==> src/rtl/muldiv_seq_if.sv <==
// rtl/muldiv_seq_if.sv - decoder-to-muldiv request/result bundle
interface muldiv_seq_if #(
  parameter int WIDTH = 32
);
  logic             start;
  logic             flush;
  logic [2:0]       funct3;
  logic [WIDTH-1:0] src_a;
  logic [WIDTH-1:0] src_b;
  logic             busy;
  logic             done;
  logic             stall;
  logic [WIDTH-1:0] result;

  modport master (
    output start, flush, funct3, src_a, src_b,
    input  busy, done, stall, result
  );

  modport slave (
    input  start, flush, funct3, src_a, src_b,
    output busy, done, stall, result
  );
endinterface

==> src/rtl/muldiv_seq.sv <==
// rtl/muldiv_seq.sv - multi-cycle RV32M multiply/divide sequencer
module muldiv_seq #(
  parameter int WIDTH = 32
) (
  input logic          clk,
  input logic          reset_n,
  muldiv_seq_if.slave  bus
);
  localparam int CW = $clog2(WIDTH);
  localparam logic [WIDTH-1:0] MIN_NEG = {1'b1, {(WIDTH-1){1'b0}}};

  typedef enum logic [1:0] {S_IDLE, S_CALC, S_FIX, S_DONE} state_t;

  state_t             state_q, state_d;
  logic [CW-1:0]      cnt_q, cnt_d;
  logic [2*WIDTH-1:0] prod_q, prod_d;   // {hi, lo} for mul, {rem, quot} for div
  logic [WIDTH-1:0]   m_q, m_d;         // |multiplicand| or |divisor|
  logic [WIDTH-1:0]   result_q, result_d;
  logic [2:0]         op_q, op_d;
  logic               neg_q, neg_d;     // sign of the value this op returns

  logic             is_div, a_sgn, b_sgn, a_neg, b_neg, div_zero, div_ovf;
  logic [WIDTH-1:0] a_mag, b_mag;

  // Decode the incoming op: operand signedness, magnitudes and divide special cases
  always_comb begin
    is_div   = bus.funct3[2];
    a_sgn    = is_div ? ~bus.funct3[0] : (bus.funct3[1:0] != 2'b11);
    b_sgn    = is_div ? ~bus.funct3[0] : ~bus.funct3[1];
    a_neg    = a_sgn & bus.src_a[WIDTH-1];
    b_neg    = b_sgn & bus.src_b[WIDTH-1];
    a_mag    = a_neg ? -bus.src_a : bus.src_a;
    b_mag    = b_neg ? -bus.src_b : bus.src_b;
    div_zero = is_div && (bus.src_b == '0);
    div_ovf  = is_div && ~bus.funct3[0] && (bus.src_a == MIN_NEG) && (bus.src_b == '1);
  end

  logic [WIDTH:0]     mul_sum, div_rem_sh, div_diff;
  logic [2*WIDTH-1:0] mul_step, div_step, mul_full;
  logic [WIDTH-1:0]   div_sel, fix_val;

  // One shift-add / restoring-divide step, plus the final sign fix and half select
  always_comb begin
    mul_sum    = {1'b0, prod_q[2*WIDTH-1:WIDTH]} + (prod_q[0] ? {1'b0, m_q} : '0);
    mul_step   = {mul_sum, prod_q[WIDTH-1:1]};
    div_rem_sh = {prod_q[2*WIDTH-1:WIDTH], prod_q[WIDTH-1]};
    div_diff   = div_rem_sh - {1'b0, m_q};
    // a clear borrow bit means the shifted remainder covered the divisor
    if (!div_diff[WIDTH]) begin
      div_step = {div_diff[WIDTH-1:0], prod_q[WIDTH-2:0], 1'b1};
    end else begin
      div_step = {div_rem_sh[WIDTH-1:0], prod_q[WIDTH-2:0], 1'b0};
    end
    mul_full = neg_q ? -prod_q : prod_q;
    div_sel  = op_q[1] ? prod_q[2*WIDTH-1:WIDTH] : prod_q[WIDTH-1:0];
    if (op_q[2]) begin
      fix_val = neg_q ? -div_sel : div_sel;
    end else begin
      fix_val = (op_q[1:0] == 2'b00) ? mul_full[WIDTH-1:0] : mul_full[2*WIDTH-1:WIDTH];
    end
  end

  // Sequencer next-state and datapath register updates
  always_comb begin
    state_d  = state_q;
    cnt_d    = cnt_q;
    prod_d   = prod_q;
    m_d      = m_q;
    result_d = result_q;
    op_d     = op_q;
    neg_d    = neg_q;
    case (state_q)
      S_IDLE: begin
        if (bus.start && !bus.flush) begin
          op_d  = bus.funct3;
          neg_d = (is_div && bus.funct3[1]) ? a_neg : (a_neg ^ b_neg);
          if (div_zero) begin
            result_d = bus.funct3[1] ? bus.src_a : '1;
            state_d  = S_DONE;
          end else if (div_ovf) begin
            result_d = bus.funct3[1] ? '0 : MIN_NEG;
            state_d  = S_DONE;
          end else begin
            m_d     = is_div ? b_mag : a_mag;
            prod_d  = {{WIDTH{1'b0}}, (is_div ? a_mag : b_mag)};
            cnt_d   = '0;
            state_d = S_CALC;
          end
        end
      end
      S_CALC: begin
        prod_d = op_q[2] ? div_step : mul_step;
        cnt_d  = cnt_q + 1'b1;
        if (cnt_q == CW'(WIDTH - 1)) begin
          state_d = S_FIX;
        end
      end
      S_FIX: begin
        result_d = fix_val;
        state_d  = S_DONE;
      end
      default: begin
        state_d = S_IDLE;
      end
    endcase
    // a cancelled op never reaches the result register
    if (bus.flush && (state_q != S_IDLE)) begin
      state_d  = S_IDLE;
      result_d = result_q;
    end
  end

  // State and datapath registers with synchronous active-low reset
  always_ff @(posedge clk) begin
    if (!reset_n) begin
      state_q  <= S_IDLE;
      cnt_q    <= '0;
      prod_q   <= '0;
      m_q      <= '0;
      result_q <= '0;
      op_q     <= '0;
      neg_q    <= 1'b0;
    end else begin
      state_q  <= state_d;
      cnt_q    <= cnt_d;
      prod_q   <= prod_d;
      m_q      <= m_d;
      result_q <= result_d;
      op_q     <= op_d;
      neg_q    <= neg_d;
    end
  end

  assign bus.busy   = (state_q == S_CALC) || (state_q == S_FIX);
  assign bus.done   = (state_q == S_DONE);
  assign bus.stall  = (bus.start && (state_q == S_IDLE) && !bus.flush) || bus.busy;
  assign bus.result = result_q;
endmodule

==> src/flat_wrapper.sv <==
// flat-port wrapper written by rule: the top's interface ports become plain ports
module muldiv_seq_flat 
#(
  parameter int WIDTH = 32
)
  (clk, reset_n, bus_start, bus_flush, bus_funct3, bus_src_a, bus_src_b, bus_busy, bus_done, bus_stall, bus_result);
  muldiv_seq_if #(.WIDTH(WIDTH)) bus_i ();
  input logic clk;
  input logic reset_n;
  input wire logic [$bits(bus_i.start)-1:0] bus_start;
  input wire logic [$bits(bus_i.flush)-1:0] bus_flush;
  input wire logic [$bits(bus_i.funct3)-1:0] bus_funct3;
  input wire logic [$bits(bus_i.src_a)-1:0] bus_src_a;
  input wire logic [$bits(bus_i.src_b)-1:0] bus_src_b;
  output wire logic [$bits(bus_i.busy)-1:0] bus_busy;
  output wire logic [$bits(bus_i.done)-1:0] bus_done;
  output wire logic [$bits(bus_i.stall)-1:0] bus_stall;
  output wire logic [$bits(bus_i.result)-1:0] bus_result;
  assign bus_i.start = bus_start;
  assign bus_i.flush = bus_flush;
  assign bus_i.funct3 = bus_funct3;
  assign bus_i.src_a = bus_src_a;
  assign bus_i.src_b = bus_src_b;
  assign bus_busy = bus_i.busy;
  assign bus_done = bus_i.done;
  assign bus_stall = bus_i.stall;
  assign bus_result = bus_i.result;
  muldiv_seq #(.WIDTH(WIDTH)) u_core (.clk(clk), .reset_n(reset_n), .bus(bus_i));
endmodule
==> config.mk <==
export PLATFORM = sky130hd
export DESIGN_NAME = muldiv_seq_flat
export DESIGN_NICKNAME = d
export VERILOG_FILES = /design/src/rtl/muldiv_seq_if.sv /design/src/rtl/muldiv_seq.sv /design/src/flat_wrapper.sv
export SDC_FILE = /design/constraint.sdc
export NUM_CORES = 1
export LEC_CHECK = 0
export ABC_CLOCK_PERIOD_IN_PS = 8100
export BUFFER_PORTS_ARGS = -buffer_cell sky130_fd_sc_hd__buf_4
export CAP_MARGIN = 20
export CORE_MARGIN = 2
export CORE_UTILIZATION = 65
export DETAILED_ROUTE_END_ITERATION = 12
export PLACE_DENSITY = 0.85
export SLEW_MARGIN = 20
export SYNTH_ARGS = -nofsm -noshare
export SYNTH_HDL_FRONTEND = slang
export SYNTH_SLANG_ARGS = --single-unit
==> constraint.sdc <==
create_clock -name clk -period 8.1 [get_ports clk]
set_input_delay 0.405 -clock clk [delete_from_list [all_inputs] [get_ports clk]]
set_output_delay 0.405 -clock clk [all_outputs]
set_load 0.05 [all_outputs]
==> results.md <==
* Status: finished, final reports clean
* Maxcap violations at 0
* Depth of the CTS H-tree at 4
* Most common cell in the synthesized netlist: nand2_1
* Root buf cell: clkbuf_16
* Summed instance area of the synthesized netlist at 0.0154 sq mm
* Maximum clock path buffer count at 2
* Type of origin of the critical path: register
* Upper clock frequency limit at 215 MHz
* Dominant cell type by area after synthesis: dfxtp_1
* Area grow syn2layout at 8.83%
* Count of state elements after synthesis at 139
* Total routed wirelength at 60.0 mm
* Worst hold start: bus_funct3[0]
* Cell depth of the worst hold path at 3
* TritonCTS clock tree: done
* Number of vias in the routed layout at 17500
* Delay of the slowest cell on the worst path at 0.75 ns
* Worst Setup Slack, final at 3.45 ns
* Sequential standard cell area at 0.00279 sq mm
* Final Critical Period at 4.65 ns
* Final Slew Violations at 0
* Clock network latency to the later pin of the worst-skew pair at 0.45 ns
* Async SR Flop Fraction at 0
* Count of routing violations after the opening detailed-route iteration at 2557
* R2r startpoint: u_core.prod_q[34]
* Most common library cells after synthesis: 242 x nand2_1, 178 x o21ai_0, 171 x nor2_1
* Worst Path Class, Setup: register to register
* CTS Hold Buffers Added at 0
* Share of cells above drive strength 1 at 0.104
* Reg2Reg Setup Slack at 3.45 ns
* Row count at 56
* Number of antenna cells inserted at 0
* Post-DP HPWL at 45.2 mm
* Number of enable-type register cells in the synthesized netlist at 0
* DR pass1 iterations at 7
* Final worst clock skew at 0.0205 ns
* Area of the die at 0.0250 sq mm
* Via count of the first global-routing pass at 15700
* Yosys warns at 0
* Clock sink total at 139
* Place WS at 3.60 ns
* Number of buffer and inverter instances along the worst setup path at 1
* Overflow left after global routing at 0
* Die H at 158 um
* Initial antenna violation count at 0
* Routability-driven placement congestion ratio at 1.04
* Starting density of the core at 0.659
* GRT Overall Usage at 0.473
* Register area share after synthesis at 0.180
* DRC Markers at 0
* Crit path cell chain: ha_1 -> o211ai_1 -> a21oi_1 -> a2111oi_0 -> o31ai_1 -> a311oi_1 -> o21ai_1 -> xor2_4 -> buf_4 -> mux2_2 -> a22oi_1 -> o21ai_0
* Fill cell count at 2000
* Type of destination of the critical path: register
* Area share of the largest cell type after synthesis at 0.180
* Routed wire per std cell at 24.3 um
* Global-route wire length before repair at 90.5 mm
* Post-CTS Repair Setup Buffers at 0
* Width of the chip at 158 um
* Total setup violations reported at the end of the flow at 0
* Floorplan core area at 0.0234 sq mm
* Synthesized area per cell at 7.14 sq um
* Hold crit path type: input port to register
* Worst slew margin relative to its limit at 0.263
* Number of top-level design ports at 106
* Footprint of the multi-input gates at 0.0117 sq mm
* Number of nets in the final layout at 2285
* Dominant cells by area after synthesis: dfxtp_1 18%, ha_1 6.1%, nand2_1 5.9%
* Top fanout value on the critical path at 41
* CTS-repair resized insts at 0
* Largest voltage drop on the vdd net at 247 uV
* Required time worst endpoint at 8.40 ns
* Master of the slowest instance on the critical path: a2111oi_0
* Number of buffers added on ports at 105
* Instance count of the mapped netlist at 2160
* Worst setup startpoint: u_core.prod_q[34]
* Accumulated negative setup slack at 0 ns
* Top delay family on crit path: compound AO/OA/AOI/OAI gates
* Post-CTS clock slew at the launch and capture registers of the worst setup and hold paths at 0.07 ns
* Period utilization at 0.574
* Capturing point of the worst reg2reg path: u_core.prod_q[55]
* Cell leakage power at 0.00656 uW
* Maximum number of pins on one net before global-route repair at 82
* Total nets after synthesis at 2308
* Ratio of routed vias to standard cells at 7.10
* Length in cells of the worst reg-to-reg path at 12
* Worst Path Arrival at 4.95 ns
* End point of the most critical hold path: u_core.op_q[0]
* Main flop type after synthesis: dfxtp_1
* Number of different library cells in the post-synthesis netlist at 88
* Tightest Pin Transition at 1.10 ns
* Final ANT Viol Nets at 0
* Hold Violations, Final at 0
* Number of buffers added by the clock tree synthesis step at 17
* Total power per unit cell area at 216 mW/mm^2
* RSZ-0062 raised after global routing: false
[tightest hold or removal path, cell delays in order]
cell,delay [ns]
buf_4,0.13
mux2i_1,0.07
nor2b_1,0.10
[metrics by stage]
stage	power, uW	hold slack [ns]	util	std cells	area, sq um
after CTS	3520	0.288	0.716	2468	16800
after global routing	3750	0.338	0.717	2469	16800
after floorplan	2190	0.431	-	2160	15400
after detailed placement	2700	0.460	0.690	2436	16200
after global placement	2670	0.452	0.690	2436	16200
final	3630	0.294	0.717	2469	16800
[flip-flops by register name (all words and copies together) (netlist names)]
register / count
u_core.op_q: 3
u_core.bus.result: 32
u_core.state_q: 2
u_core.m_q: 32
u_core.cnt_q: 5
u_core.neg_q: 1
u_core.prod_q: 64
[kinds of logic after synthesis]
group,after synthesis,synth area share
adder cells (fa/ha/maj),77,0.0635
AO/OA/AOI/OAI,729,0.309
AND/OR/NAND/NOR,688,0.215
flip-flops,139,0.180
multiplexers,102,0.0680
buffers and inverters,246,0.0622
XOR/XNOR,179,0.102
[where the power goes]
group	switching [uW]	internal [uW]	total (uW)
logic	1150	656	1800
clock network	414	422	836
registers	223	765	988
[how the worst max path moves through the flow]
stage | end | slack (ns) | cells after the start
floorplan | u_core.bus.result[28] | 3.86 | 18
global placement | u_core.prod_q[55] | 3.69 | 12
detailed placement | u_core.prod_q[55] | 3.60 | 12
CTS | u_core.prod_q[55] | 3.59 | 12
global route | u_core.prod_q[55] | 3.12 | 12
finish | u_core.prod_q[55] | 3.45 | 12
[layout by cell type (no fill, tap or decap), drive strengths merged, types with 14 or more instances in the layout]
master  count
a21boi     21
dfxtp     139
a221oi     15
clkbuf     17
xor2       79
and2       20
a21o       27
a31oi      32
nor2      171
ha         75
a211oi     23
buf       130
a21oi     168
xnor2     100
nand2     243
o211ai     56
nand2b     23
mux2       22
nor3       54
o41ai      14
mux2i      80
o21a       16
or4        22
o211a      25
nand4      20
and3       19
o31ai      34
o21ai     202
nor2b      24
a22oi      22
inv        83
nand3      29
nor4       20
or3        15
[metal layers]
| layer | track usage | vias up | share of wire |
|---|---|---|---|
| li1 | - | 7822 | - |
| met1 | 0.603 | 8045 | 0.37 |
| met2 | 0.702 | 1358 | 0.42 |
| met3 | 0.136 | 301 | 0.14 |
| met4 | 0.284 | 2 | 0.071 |
| met5 | 0.0290 | - | 0.0015 |
[area by class of cell]
type / count / share of cell area
Clock inverter: 15 / 0.0108
Tap cell: 319 / 0.0238
Inverter: 74 / 0.0166
Clock buffer: 17 / 0.0254
Timing Repair Buffer: 130 / 0.0586
Multi-Input combinational cell: 1775 / 0.699
Sequential cell: 139 / 0.166
Note: power is estimated with default switching activity, not from simulation.
